<file path="src/rtl/csa_mult_pkg.sv">
// Shared types and sizing helpers for the iterative carry-save multiplier.
// Optional feature macro used by the top level: SKIP_ZERO_EN.
package csa_mult_pkg;

    localparam int DEF_WIDTH = 32;
    localparam int DEF_CNT_W = $clog2(DEF_WIDTH);

    typedef enum logic [1:0] {
        IDLE    = 2'd0,
        REDUCE  = 2'd1,
        RESOLVE = 2'd2,
        DONE    = 2'd3
    } state_t;

    function automatic int prod_width(input int w);
        return 2 * w;
    endfunction

    // A count register must exist even for a degenerate 1-bit operand.
    function automatic int cnt_width(input int w);
        return (w > 1) ? $clog2(w) : 1;
    endfunction

endpackage

</file>
<file path="src/rtl/csa_row.sv">
// Purpose: one PROD_W-wide 3:2 carry-save compressor row.
// Latency: purely combinational. Backpressure: none, no storage.
module csa_row #(
    parameter int W = 64
) (
    input  logic [W-1:0] x,
    input  logic [W-1:0] y,
    input  logic [W-1:0] z,
    output logic [W-1:0] s,
    output logic [W-1:0] c
);

    assign s = x ^ y ^ z;
    // The majority carry leaving the top bit is dropped; the product never needs it.
    assign c = ((x & y) | (x & z) | (y & z)) << 1;

endmodule

</file>
<file path="src/rtl/csa_mult_sequencer.sv">
// Purpose: unsigned multiplier reusing one carry-save row per partial product (macro SKIP_ZERO_EN).
// Latency: accept + WIDTH reduce cycles + 1 resolve; early exit on exhausted multiplier with SKIP_ZERO_EN.
// Backpressure: accepts only in IDLE; holds the product in DONE until out_ready.
module csa_mult_sequencer
    import csa_mult_pkg::*;
#(
    parameter  int WIDTH  = DEF_WIDTH,
    localparam int PROD_W = prod_width(WIDTH)
) (
    input  logic              clk,
    input  logic              rst,
    input  logic              in_valid,
    output logic              in_ready,
    input  logic [WIDTH-1:0]  in_a,
    input  logic [WIDTH-1:0]  in_b,
    output logic              out_valid,
    input  logic              out_ready,
    output logic [PROD_W-1:0] out_p,
    output logic              busy
);

    localparam int CNT_W = cnt_width(WIDTH);

    state_t              state;
    state_t              state_nxt;
    logic [PROD_W-1:0]   a_reg;
    logic [WIDTH-1:0]    b_reg;
    logic [PROD_W-1:0]   s_reg;
    logic [PROD_W-1:0]   c_reg;
    logic [CNT_W-1:0]    count;
    logic [PROD_W-1:0]   pp;
    logic [PROD_W-1:0]   row_s;
    logic [PROD_W-1:0]   row_c;
    logic                last_step;

    assign pp = b_reg[0] ? (a_reg << count) : '0;

    csa_row #(.W(PROD_W)) u_row (
        .x (s_reg),
        .y (c_reg),
        .z (pp),
        .s (row_s),
        .c (row_c)
    );

`ifdef SKIP_ZERO_EN
    // Stop once no set multiplier bits remain beyond the one consumed this cycle.
    assign last_step = (count == CNT_W'(WIDTH - 1)) || ((b_reg >> 1) == '0);
`else
    assign last_step = (count == CNT_W'(WIDTH - 1));
`endif

    always_ff @(posedge clk) begin
        if (rst) begin
            state <= IDLE;
        end else begin
            state <= state_nxt;
        end
    end

    always_comb begin
        state_nxt = state;
        in_ready  = 1'b0;
        busy      = 1'b1;
        case (state)
            IDLE: begin
                in_ready = 1'b1;
                busy     = 1'b0;
                if (in_valid) state_nxt = REDUCE;
            end
            REDUCE:  if (last_step) state_nxt = RESOLVE;
            RESOLVE: state_nxt = DONE;
            DONE:    if (out_ready) state_nxt = IDLE;
            default: state_nxt = IDLE;
        endcase
    end

    always_ff @(posedge clk) begin
        if (rst) begin
            a_reg     <= '0;
            b_reg     <= '0;
            s_reg     <= '0;
            c_reg     <= '0;
            count     <= '0;
            out_p     <= '0;
            out_valid <= 1'b0;
        end else begin
            case (state)
                IDLE: begin
                    if (in_valid) begin
                        a_reg <= {{(PROD_W - WIDTH){1'b0}}, in_a};
                        b_reg <= in_b;
                        s_reg <= '0;
                        c_reg <= '0;
                        count <= '0;
                    end
                end
                REDUCE: begin
                    s_reg <= row_s;
                    c_reg <= row_c;
                    b_reg <= b_reg >> 1;
                    count <= count + 1'b1;
                end
                RESOLVE: begin
                    out_p     <= s_reg + c_reg;
                    out_valid <= 1'b1;
                end
                DONE: begin
                    if (out_ready) out_valid <= 1'b0;
                end
                default: ;
            endcase
        end
    end

endmodule

</file>
<file path="config.mk">
export PLATFORM = sky130hd
export DESIGN_NAME = csa_mult_sequencer
export DESIGN_NICKNAME = d
export VERILOG_FILES = /design/src/rtl/csa_mult_pkg.sv /design/src/rtl/csa_row.sv /design/src/rtl/csa_mult_sequencer.sv
export SDC_FILE = /design/constraint.sdc
export NUM_CORES = 1
export LEC_CHECK = 0
export ABC_CLOCK_PERIOD_IN_PS = 3800
export BUFFER_PORTS_ARGS = -buffer_cell sky130_fd_sc_hd__buf_2
export CAP_MARGIN = 5
export CORE_UTILIZATION = 50
export CTS_BUF_LIST = sky130_fd_sc_hd__clkbuf_8
export CTS_CLUSTER_DIAMETER = 80
export DETAILED_ROUTE_END_ITERATION = 10
export MAX_ROUTING_LAYER = met4
export PLACE_DENSITY = 0.67
export SLEW_MARGIN = 40
export SYNTH_ARGS = -nofsm -noshare
export SYNTH_HDL_FRONTEND = slang
export SYNTH_SLANG_ARGS = --single-unit
</file>
<file path="constraint.sdc">
create_clock -name clk -period 3.8 [get_ports clk]
set_input_delay 1.14 -clock clk [delete_from_list [all_inputs] [get_ports clk]]
set_output_delay 1.14 -clock clk [all_outputs]
set_load 0.02 [all_outputs]
</file>
# Word-level counts from Yosys, hierarchy flattened
# Cells that the tools add are included.
[word_totals] ramBits=0 in_bits=68 register_bits=264 out_inout_bits=67 memories=0 word_cells=48 mem_bits_ro=0 latch_bits=0
[op_classes] n_reduce_logical=7 bitwise_logic=7 multipliers=0 n_addsub=2 div_mod_pow=0 order_cmp=0 n_eq_ne=7 n_mux=16 n_shift=1
[op_table] operator="one-hot mux 64 bit (2 select lines)" n=2
[op_table] operator="AND 63 bit" n=3
[op_table] operator="2-to-1 mux 64 bit" n=2
[op_table] operator="XOR 64 bit" n=2
[op_table] operator="OR 63 bit" n=2
[op_table] operator="adder 64 bit" n=1
[op_table] operator="one-hot mux 32 bit (2 select lines)" n=1
[op_table] operator="left shift 32 x 5 -> 64 bit" n=1
[op_table] operator="2-to-1 mux 32 bit" n=1
[op_table] operator="one-hot mux 5 bit (2 select lines)" n=1
[op_table] operator="one-hot mux 2 bit (4 select lines)" n=1
[op_table] operator="2-to-1 mux 2 bit" n=3
[op_table] operator="!= test 2 bit, second input constant" n=3
[op_table] operator="AND reduction 2 bit" n=3
[op_table] operator="adder 5 x 1 -> 5 bit, second input constant" n=1
[op_table] operator="equality test 5 bit, second input constant" n=1
[op_table] operator="2-to-1 mux 5 bit" n=1
[op_table] operator="equality test 2 bit, second input constant" n=2
[op_table] operator="nonzero test 2 bit" n=2
[op_table] operator="2-to-1 mux 1 bit" n=3
[op_table] operator="AND reduction 3 bit" n=1
[op_table] operator="equality test 2 x 1 -> 1 bit, second input constant" n=1
[op_table] operator="zero test 2 bit" n=1
[op_table] operator="one-hot mux 1 bit (2 select lines)" n=1

# Logic depth before layout (Yosys ltp)
[logic_depth] word_depth=6 mapped_depth=14 mapped_depth_nobuf=14

# Cells and area by module
# From an unflattened synthesis, not the netlist that was laid out.
[hier_totals] cells_unflattened=1887 area_unflattened_um2=16279.4
[by_module_without_submodules] module="csa_mult_sequencer" seq_area_each_um2=5285.1 n_inst=1 area_per_inst_um2=14983.1 cells_per_inst=1821
[by_module_without_submodules] module="csa_row" seq_area_each_um2=0.0 n_inst=1 area_per_inst_um2=1296.2 cells_per_inst=66

# Least setup slack after synthesis
# Ideal clock, no wire load.
[synth_path] kind="reg-to-reg" start="reg s_reg[1]" end="reg out_p[57]" n_path_buf=0 synth_period_minus_slack_ps=3064 stages_incl_launch_ff=15 t_required_ps=3738 setup_slack_ps=736 arrival_time_ps=3002 setup_ps=62 path_cell_list="dfxtp_1 -> ha_1 -> inv_1 -> fa_1 -> nand2b_1 -> a21o_1 -> a31o_1 -> o21ai_4 -> a21oi_2 -> or4_4 -> a21oi_1 -> or3_4 -> a21oi_2 -> or4_1 -> nand3_1"
[synth_via] elab_chain_cells=1
[synth_rtl] item="from (decl)" line="csa_mult_sequencer.sv:28" rtl="logic [PROD_W-1:0] s_reg;"
[synth_rtl] item="from (signal assigned)" line="csa_mult_sequencer.sv:99" rtl="s_reg <= row_s;"
[synth_rtl] item="adder 64 bit" line="csa_mult_sequencer.sv:105" rtl="out_p <= s_reg + c_reg;"
[synth_rtl] item="to (signal assigned)" line="csa_mult_sequencer.sv:105"
[synth_rtl] item="to (decl)" line="csa_mult_sequencer.sv:18" rtl="output logic [PROD_W-1:0] out_p,"
# Every way passes these cells.
# A chain may end at the register's enable or synchronous reset.

# Worst setup path in the final report
[layout_path] start="reg c_reg[1]" end="reg out_p[59]"
[layout_via] elab_chain_cells=1
[layout_rtl] item="from (decl)" line="csa_mult_sequencer.sv:29" rtl="logic [PROD_W-1:0] c_reg;"
[layout_rtl] item="from (signal assigned)" line="csa_mult_sequencer.sv:100" rtl="c_reg <= row_c;"
[layout_rtl] item="adder 64 bit" line="csa_mult_sequencer.sv:105"
# Every way passes these cells.

==> flow_summary.yaml <==
power:
  pwr-share-comb_pct: 31.7
  leakage_nw: 6.97
  worst_supply_voltage_drop_on_vdd_mv: 1.02
  power.clock.fraction_pct: 30.5
  power.switching_mw: 3.26
  p_int_mw: 5.47
  powerDensity_nw_per_um2: 467
  swShare_pct: 37.4
  pwr-share-seq_pct: 37.7
routing:
  wl_per_cell_um: 16.3
  drt-pass1-iter-count: 5
  mean_number_of_vias_per_cell: 5.52
  drc: 0
  first_iter_violations: 1046
  routed_wl_um: 43400
  via_count: 14700
  antenna_left: 0
sta:
  totalNegativeSetupSlack_ps: 0
  final_max_slew_violation_count: 0
  setup_viol: 0
  post-route-min-period_ps: 3440
  maxSlewHeadroom_pct: 47.9
  achievable-frequency_mhz: 290
  post-route-period-util_pct: 90.7
  rsz0062_at_grt: "false"
  worst-slew-pin-transition_ps: 781
  layout_setup_ws_ps: 355
  clock-skew-final_ps: 30.5
  timing.final.hold_violations: 0
clocking:
  cts.hold.buffers_added: 0
  cts_tree: "built"
  cts-resized-gates: 0
  postCtsSetupRepairBufs: 0
  cts-root-to-sink-buffers: 3
  clock-sinks: 263
  cts-htree-levels: 2
  clock_insertion_delay_worst_skew_ps: 620
  cts.clk_slew.worst_paths_ps: 60
  cts.root.buffer_cell: "clkbuf_8"
  numCtsBuffers: 48
yosys:
  netlist_instances: 2104
  ff_latch_count_synth: 263
  synth_fp_nets: 2304
  ys.warnings.count: 0
  synth_flop_cell: "dfxtp_1"
  mean_post_synth_cell_area_um2: 7.93
  ys_seq_area_share_pct: 31.6
  yosys.cell_types.count: 76
  synth_enable_flop_cells: 0
  synthesis.area_um2: 16700
  synth_async_sr_flop_share_pct: 0
cells_and_area:
  num-fill-cells: 3172
  area.growth.synth_to_final_pct: 11.9
  antenna_cells_inserted: 0
  drive_above_1_share_pct: 13.4
  finalNetCount: 2383
  final_util_pct: 57.1
global_route:
  grt_first_pass_wirelength_um: 70000
  first_global_vias: 13500
  globalRoute.totalOverflow: 0
  antenna_found_initial: 0
  globalRouteTotalUtil_pct: 26.5
  grt_max_degree: 115
worst_setup_path:
  critical_path.endpoint_type: "flip-flop"
  worst-path-max-fanout: 6
  worst-setup-path-type: "flip-flop to flip-flop"
  cp.arrival_ps: 3910
  setup.worst_path.start_class: "flip-flop"
  worst-endpoint-required_ps: 4260
worst_hold_path:
  min-delay-path-class: "flip-flop to flip-flop"
placed_design:
  io_buffer_count: 134
  dpl_worst_slack_ps: 335
  dp_hpwl_um: 31700
  final_weighted_congestion_in_routability_driven_placement: 0.933
floorplanning:
  number_of_rows_in_the_core_area: 66
  initial_core_util_pct: 51.0
  design.core.area_um2: 32700
  dieArea_um2: 34100
  ioPinCount: 135
  die_height_um: 185
  dieWidth_um: 185
job:
  max-cap-violations: 0
status:
  status: "finished, final reports clean"
[cell usage in the layout (no fill, tap or decap), types with 25 or more instances in the layout]
cell,instances
clkbuf_8,60
mux4_2,25
buf_2,133
a21oi_1,251
a21o_1,28
mux2i_1,103
fa_1,63
dfxtp_1,261
xnor2_1,32
nor2_1,384
nand2_1,240
inv_1,168
a211oi_1,37
o21ai_0,73
ha_1,67
[power groups by stage]
stage	Clock, mW	Combinational, mW	Sequential (mW)
floorplan	0	2.08	3.23
global placement	0	2.72	3.33
detailed placement	0	2.76	3.35
CTS	2.74	2.77	3.29
global route	2.86	3.05	3.33
finish	2.66	2.77	3.29
[cell usage after synthesis (all sizes together), types with 3 or more instances]
cell    count  area share [%]
nor3b       4            0.21
or3         4            0.18
or4         4            0.20
nand3      23            0.69
a21boi      4            0.18
o211ai      9            0.44
a31oi      12            0.54
nor3       10            0.30
nor2b       9            0.34
ha         69             5.2
o21ai      84             2.7
clkbuf    114             2.6
o31ai       4            0.24
buf        19            0.44
mux2i     103             6.2
nand2b     21            0.79
a311oi      3            0.20
a22oi       7            0.32
nand2     242             5.5
inv       149             3.4
a21o       29             1.3
and3        7            0.26
o21bai     10            0.45
nor2      384             8.6
a21oi     255             7.8
mux2        7            0.47
a211oi     40             1.9
mux4       25             3.4
o22ai       5            0.19
fa         63             7.6
dfxtp     263              32
xnor2      32             1.7
nand4      14            0.53
o22a        3            0.16
or2         5            0.19
xor2       23             1.2
and2       13            0.50
o21a        5            0.23
[critical path, cell delays in order, from the launching register on]
cell	delay [ps]
dfxtp_1	360
ha_1	220
inv_1	70
fa_1	410
nand2b_1	180
a21o_1	170
a31o_1	220
o21ai_4	210
a21oi_2	110
or4_4	470
nand2_4	130
a31oi_4	120
o31ai_2	330
a2111o_1	210
o221ai_1	110
[metal layers]
| metal | track usage [%] | vias up | part of all wire (%) |
|---|---|---|---|
| met4 | 8.40 | 0 | 2.4 |
| met1 | 36.5 | 6952 | 48 |
| met2 | 40.3 | 394 | 45 |
| met5 | - | - | 0 |
| met3 | 3.54 | 70 | 5.2 |
| li1 | - | 7263 | - |
[cells by family after synthesis]
family / after synthesis / synth area share (%)
compound gates: 489 / 17.7
xor+xnor: 55 / 2.89
fa+ha+maj: 132 / 12.7
buf+inv: 282 / 6.35
flops: 263 / 31.6
mux: 135 / 10.0
simple gates: 748 / 18.7
[final cells by class]
| class | count | area, um2 | share of cell area, % |
|---|---|---|---|
| clock buffer | 60 | 826 | 4.42 |
| clock inverter | 24 | 123 | 0.657 |
| inverter | 149 | 559 | 3.00 |
| multi-input combinational | 1559 | 10400 | 55.6 |
| sequential | 263 | 5270 | 28.2 |
| tap | 442 | 553 | 2.96 |
| timing repair buffer | 162 | 950 | 5.09 |
[per-stage QoR]
| step | hold slack (ps) | cell area [um2] | cells | power, mW |
|---|---|---|---|---|
| after floorplan | 445 | 16700 | 2104 | 5.31 |
| after global placement | 435 | 17700 | 2575 | 6.06 |
| after detailed placement | 443 | 17700 | 2575 | 6.11 |
| after CTS | 455 | 18700 | 2659 | 8.80 |
| after global routing | 480 | 18700 | 2659 | 9.24 |
| final | 447 | 18700 | 2659 | 8.73 |
[path summary, 6_finish.rpt]
check	start	depth (start not counted)	slack (ps)	to
worst max register to register	c_reg[1]$_SDFFE_PP0P_	14	360	out_p[59]$_SDFFE_PP0P_
worst max-delay path	c_reg[1]$_SDFFE_PP0P_	14	360	out_p[59]$_SDFFE_PP0P_
worst min-delay path	out_p[56]$_SDFFE_PP0P_	2	450	out_p[56]$_SDFFE_PP0P_
worst min register to register	out_p[56]$_SDFFE_PP0P_	2	450	out_p[56]$_SDFFE_PP0P_
(Power assumes the default switching activity.)
